===== src/rtl/oled_bar_pixel_gen_if.sv =====
// oled_bar_pixel_gen_if: frame request and byte-stream handshake between pixel source and SPI controller.
interface oled_bar_pixel_gen_if;
  logic       frame_start_i;
  logic [7:0] y_i;
  logic [7:0] pix_data_o;
  logic       pix_valid_o;
  logic       pix_ready_i;
  logic       busy_o;
  logic       frame_done_o;
  modport master (input frame_start_i, y_i, pix_ready_i, output pix_data_o, pix_valid_o, busy_o, frame_done_o);
  modport slave  (output frame_start_i, y_i, pix_ready_i, input pix_data_o, pix_valid_o, busy_o, frame_done_o);
endinterface


===== src/rtl/oled_bar_pixel_gen.sv =====
// oled_bar_pixel_gen: streams a WIDTH x HEIGHT RGB565 bar-graph frame as bytes, high byte first.
// Define OLED_PIX_GRID_EN to draw dim grey gridlines on background rows where row[2:0]==7.
module oled_bar_pixel_gen #(
  parameter int          WIDTH    = 96,
  parameter int          HEIGHT   = 64,
  parameter int          BAR_X0   = 40,
  parameter int          BAR_W    = 16,
  parameter logic [15:0] FG_COLOR = 16'hF800,
  parameter logic [15:0] BG_COLOR = 16'h0000
) (
  input logic                  clk_i,
  input logic                  rst_i,
  oled_bar_pixel_gen_if.master pix
);
  localparam int CW = $clog2(WIDTH);
  localparam int RW = $clog2(HEIGHT);
  typedef enum logic [1:0] {IDLE, HI, LO, DONE} state_e;
  state_e        state_q;
  logic [CW-1:0] col_q, col_d;
  logic [RW-1:0] row_q, row_d;
  logic [7:0]    y_lat_q, y_d;
  logic [7:0]    data_q;
  logic          valid_q, busy_q, done_q;
  logic          fire, last_col, last_row;
  logic [15:0]   px_first, px_cur, px_nxt;
  function automatic logic [15:0] colour(input logic [CW-1:0] c, input logic [RW-1:0] r, input logic [7:0] y);
    logic [15:0] bg;
`ifdef OLED_PIX_GRID_EN
    bg = (r[2:0] == 3'b111) ? 16'h2104 : BG_COLOR;
`else
    bg = BG_COLOR;
`endif
    // threshold subtract is 9 bits wide and y is already clamped to HEIGHT, so it never wraps
    return (int'(c) >= BAR_X0 && int'(c) < BAR_X0 + BAR_W && 9'(r) >= 9'(HEIGHT) - {1'b0, y}) ? FG_COLOR : bg;
  endfunction
  always_comb begin
    y_d      = (int'(pix.y_i) >= HEIGHT) ? 8'(HEIGHT) : pix.y_i;
    fire     = valid_q & pix.pix_ready_i;
    last_col = int'(col_q) == WIDTH - 1;
    last_row = int'(row_q) == HEIGHT - 1;
    col_d    = last_col ? '0 : col_q + 1'b1;
    row_d    = last_col ? row_q + 1'b1 : row_q;
    px_first = colour('0, '0, y_d);
    px_cur   = colour(col_q, row_q, y_lat_q);
    px_nxt   = colour(col_d, row_d, y_lat_q);
  end
  always_ff @(posedge clk_i or posedge rst_i) begin
    if (rst_i) begin
      state_q <= IDLE;
      col_q   <= '0;
      row_q   <= '0;
      y_lat_q <= '0;
      data_q  <= '0;
      valid_q <= 1'b0;
      busy_q  <= 1'b0;
      done_q  <= 1'b0;
    end else begin
      done_q <= 1'b0;
      case (state_q)
        IDLE: if (pix.frame_start_i) begin
          state_q <= HI;
          col_q   <= '0;
          row_q   <= '0;
          y_lat_q <= y_d;
          data_q  <= px_first[15:8];
          valid_q <= 1'b1;
          busy_q  <= 1'b1;
        end
        HI: if (fire) begin
          state_q <= LO;
          data_q  <= px_cur[7:0];
        end
        LO: if (fire) begin
          if (last_col && last_row) begin
            state_q <= DONE;
            data_q  <= '0;
            valid_q <= 1'b0;
            busy_q  <= 1'b0;
            done_q  <= 1'b1;
          end else begin
            state_q <= HI;
            col_q   <= col_d;
            row_q   <= row_d;
            data_q  <= px_nxt[15:8];
          end
        end
        default: state_q <= IDLE;
      endcase
    end
  end
  assign pix.pix_data_o   = data_q;
  assign pix.pix_valid_o  = valid_q;
  assign pix.busy_o       = busy_q;
  assign pix.frame_done_o = done_q;
endmodule


===== src/flat_wrapper.sv =====
// flat-port wrapper written by rule: the top's interface ports become plain ports
module oled_bar_pixel_gen_flat 
#(
  parameter int          WIDTH    = 96,
  parameter int          HEIGHT   = 64,
  parameter int          BAR_X0   = 40,
  parameter int          BAR_W    = 16,
  parameter logic [15:0] FG_COLOR = 16'hF800,
  parameter logic [15:0] BG_COLOR = 16'h0000
)
  (clk_i, rst_i, pix_frame_start_i, pix_y_i, pix_pix_ready_i, pix_pix_data_o, pix_pix_valid_o, pix_busy_o, pix_frame_done_o);
  oled_bar_pixel_gen_if pix_i ();
  input logic clk_i;
  input logic rst_i;
  input wire logic [$bits(pix_i.frame_start_i)-1:0] pix_frame_start_i;
  input wire logic [$bits(pix_i.y_i)-1:0] pix_y_i;
  input wire logic [$bits(pix_i.pix_ready_i)-1:0] pix_pix_ready_i;
  output wire logic [$bits(pix_i.pix_data_o)-1:0] pix_pix_data_o;
  output wire logic [$bits(pix_i.pix_valid_o)-1:0] pix_pix_valid_o;
  output wire logic [$bits(pix_i.busy_o)-1:0] pix_busy_o;
  output wire logic [$bits(pix_i.frame_done_o)-1:0] pix_frame_done_o;
  assign pix_i.frame_start_i = pix_frame_start_i;
  assign pix_i.y_i = pix_y_i;
  assign pix_i.pix_ready_i = pix_pix_ready_i;
  assign pix_pix_data_o = pix_i.pix_data_o;
  assign pix_pix_valid_o = pix_i.pix_valid_o;
  assign pix_busy_o = pix_i.busy_o;
  assign pix_frame_done_o = pix_i.frame_done_o;
  oled_bar_pixel_gen #(.WIDTH(WIDTH), .HEIGHT(HEIGHT), .BAR_X0(BAR_X0), .BAR_W(BAR_W), .FG_COLOR(FG_COLOR), .BG_COLOR(BG_COLOR)) u_core (.clk_i(clk_i), .rst_i(rst_i), .pix(pix_i));
endmodule

===== config.mk =====
export PLATFORM = sky130hd
export DESIGN_NAME = oled_bar_pixel_gen_flat
export DESIGN_NICKNAME = d
export VERILOG_FILES = /design/src/rtl/oled_bar_pixel_gen_if.sv /design/src/rtl/oled_bar_pixel_gen.sv /design/src/flat_wrapper.sv
export SDC_FILE = /design/constraint.sdc
export NUM_CORES = 1
export LEC_CHECK = 0
export ABC_AREA = 0
export ABC_CLOCK_PERIOD_IN_PS = 5790
export CAP_MARGIN = 30
export CORE_AREA = 8 8 62 64
export DETAILED_ROUTE_END_ITERATION = 8
export DIE_AREA = 0 0 70 72
export PLACE_DENSITY = 0.88
export SETUP_SLACK_MARGIN = 0.4
export SLEW_MARGIN = 20
export SYNTH_ARGS = -nofsm -noshare
export SYNTH_HDL_FRONTEND = slang
export SYNTH_SLANG_ARGS = --single-unit

===== constraint.sdc =====
create_clock -name clk_i -period 5.79 [get_ports clk_i]
set_input_delay 0.579 -clock clk_i [delete_from_list [all_inputs] [get_ports clk_i]]
set_output_delay 0.579 -clock clk_i [all_outputs]
set_load 0.1 [all_outputs]

==> results.json <==
{
  "antenna_found_initial": 0,
  "grt_pass1_wl_mm": 6.09,
  "cp_data_arrival_time_ns": 3.09,
  "final-setup-viol-count": 0,
  "slowest_stage": "or4_1",
  "clk_pin_slew_ns": 0.14,
  "path_depth": 9,
  "fp.dieH_um": 72,
  "syn_to_final_growth_pct": 12.9,
  "synth_cell_types": 42,
  "hold_violations": 0,
  "globalRouteOverflowTotal": 0,
  "nets": 218,
  "crit_fanout": 8,
  "final_antenna_net_count": 0,
  "mappedNetlistArea_um2": 1630,
  "r2r_cells": 9,
  "fp.coreArea_um2": 2900,
  "synthCells": 180,
  "power_leakage_nw": 0.839,
  "grt_max_degree": 27,
  "syn_avg_cell_area_um2": 9.03,
  "globalplace.congestion": 0.858,
  "drtPass1Iterations": 6,
  "crit_path_max_incr_delay_ns": 0.62,
  "grt_pass1_vias": 1364,
  "io_pins": 23,
  "synth_seq_cells": 26,
  "tightestPinTransition_ns": 0.970,
  "initial_core_util_pct": 56.0,
  "cts_tree": "done",
  "groute.usage.overall_pct": 14.4,
  "path_delay_family": "simple AND/OR/NAND/NOR gates",
  "cts-root-buf": "clkbuf_4",
  "die_area_um2": 5040,
  "maxSlewHeadroom_pct": 35.1,
  "cp_cell_sequence": "ha_1 -> nand4_2 -> or4_1 -> xnor2_1 -> ha_1 -> o2111ai_1 -> o21ai_0 -> nand3b_1 -> o31ai_1",
  "route.detailed.drc": 0,
  "rsz0062_at_grt": "no",
  "drive_gt1_share_pct": 5.64,
  "crit_buf_inv": 0,
  "die_w_um": 70,
  "clk_latency_ns": 0.32,
  "yosys.area.top_type": "dfrtp_1",
  "clock-sinks": 26,
  "ir_worst_vdd_v": 0.000336,
  "synth_area_leaders": "dfrtp_1 40%, ha_1 7.7%, nand2_1 6.0%, xnor2_1 3.8%, nand3_1 3.7%",
  "yosysTopAreaCellShare_pct": 40.0,
  "drt-initial-drc-count": 85,
  "fin_tns_setup_ns": 0,
  "status": "complete, no violations",
  "ys_seq_area_share_pct": 40.0,
  "slew_violations": 0,
  "period_minus_slack_ns": 2.85,
  "power_density_nw_per_um2": 339,
  "cts_hold_repair.buffers": 0,
  "startpoint_type": "flip-flop",
  "end_kind": "flip-flop",
  "crit_required_ns": 6.04,
  "wirelength_mm": 3.45,
  "post_cts_buffers": 0,
  "vias": 1365,
  "cts_buffers": 3,
  "clk_path_buf_depth": 2,
  "antenna_cells": 0,
  "htree_num_levels": 1,
  "dp_hpwl_mm": 2.59,
  "cap_violations": 0,
  "fin_crit_sh_pct": 49.2,
  "critPathKind": "reg2reg",
  "stdcell_area_um2": 1840,
  "port_buffers": 19,
  "fp-row-count": 20,
  "hold_class": "in2async",
  "place_area_um2": 1780,
  "wire_per_inst_um": 15.1,
  "fmax_mhz": 351,
  "viasPerCell": 5.99,
  "fin_worst_skew_ns": 0.00580,
  "yosys_warnings": 0,
  "crit_top_cell": "ha_1",
  "post_cts_resized": 0
}
==> metrics by stage <==
stage               power [mW]  hold WS (ns)  cells  utilization [%]  setup WS [ns]
floorplan                0.465         0.443    182                -           3.31
global placement         0.508         0.476    223             61.5           3.18
detailed placement       0.528         0.487    223             61.5           3.03
CTS                      0.625         0.525    227             62.7           2.94
global route             0.678         0.529    228             63.2           2.64
finish                   0.621         0.516    228             63.2           2.94
==> flip-flops by register name, summed over array words and instances, names as in the netlist <==
name                     count
u_core.pix.pix_data_o        1
u_core.y_lat_q               8
u_core.col_q                 7
u_core.pix.frame_done_o      1
u_core.state_q               2
u_core.row_q                 6
u_core.pix.pix_valid_o       1
==> where the power goes <==
group	leakage (nW)	internal (mW)	switching (mW)
registers	0.347	0.215	0.0444
clock network	0.0210	0.0385	0.0531
logic	0.471	0.116	0.155
==> worst register-to-register path: cells and delay by family, from the launching register on <==
family                   cells  cell delay [ns]
flip-flops                   1             0.47
XOR/XNOR                     1             0.17
adder cells (fa/ha/maj)      2             0.62
AO/OA/AOI/OAI                3             0.58
AND/OR/NAND/NOR              3             0.95
==> layer usage <==
layer | GRT usage, % | share of wire [%]
met2 | 25.3 | 51
met3 | 3.55 | 5.2
met1 | 15.9 | 42
met4 | 7.14 | 2.0
met5 | 0 | 0
==> cells in the mapped netlist <==
cell type,count
o311a_1,1
a21o_1,2
a22o_1,4
o2111ai_1,1
a211oi_1,1
and4b_1,1
and2_1,2
and3_1,3
buf_2,1
nand4_1,1
nand3b_1,1
o211ai_1,2
nand4_2,1
or3_1,3
conb_1,1
a21oi_2,1
a211o_1,1
nor3b_1,1
nor3_1,2
dfrtp_1,26
or4_4,1
nor2b_1,1
inv_1,7
nor2_1,10
a21boi_0,1
nand2b_1,6
o21ai_1,6
buf_6,1
o31ai_1,1
a21oi_1,5
xor2_1,5
o21ai_0,10
mux2_2,2
and2_4,1
clkbuf_1,1
nor4_1,2
buf_4,8
or4_1,1
xnor2_1,7
ha_1,10
nand2_1,26
nand3_1,12
==> kinds of logic after synthesis <==
kind of cell | after synthesis | share of synthesized area (%)
simple gates | 75 | 23.6
xor+xnor | 12 | 6.47
buf+inv | 18 | 6.54
other cells | 1 | 0.231
compound gates | 36 | 14.1
flops | 26 | 40.0
mux | 2 | 1.39
fa+ha+maj | 10 | 7.70
==> area by class of cell <==
class,instances,area [um^2]
Sequential cell,26,651
Timing Repair Buffer,20,205
Multi-Input combinational cell,138,876
Inverter,7,26.3
Clock buffer,4,36.3
Tap cell,33,41.3
Fill cell,232,1070
==> placed cells by master (no fill, tap or decap), drive strengths merged, types with 2 or more instances in the layout <==
master / count
nand4: 2
nand2: 26
mux2: 2
o21ai: 16
a21o: 2
ha: 10
conb: 3
nor3: 2
or3: 3
xnor2: 7
xor2: 5
inv: 6
nor4: 2
or4: 2
clkbuf: 4
and2: 3
dfrtp: 26
nor2: 10
o211ai: 2
nand2b: 6
clkdlybuf4s50: 19
a21oi: 6
nand3: 12
a22o: 4
and3: 3
==> final timing paths <==
kind	start	endpoint	slack (ns)
setup reg to reg	u_core.col_q[0]	u_core.pix.pix_data_o[6]	2.94
max in group asynchronous	rst_i	u_core.col_q[4]	4.86
hold reg to reg	u_core.y_lat_q[7]	u_core.y_lat_q[7]	0.53
setup / recovery	u_core.col_q[0]	u_core.pix.pix_data_o[6]	2.94
hold / removal	rst_i	u_core.col_q[6]	0.52
min in group clk_i	u_core.y_lat_q[7]	u_core.y_lat_q[7]	0.53
Note: power is estimated with default switching activity, not from simulation.
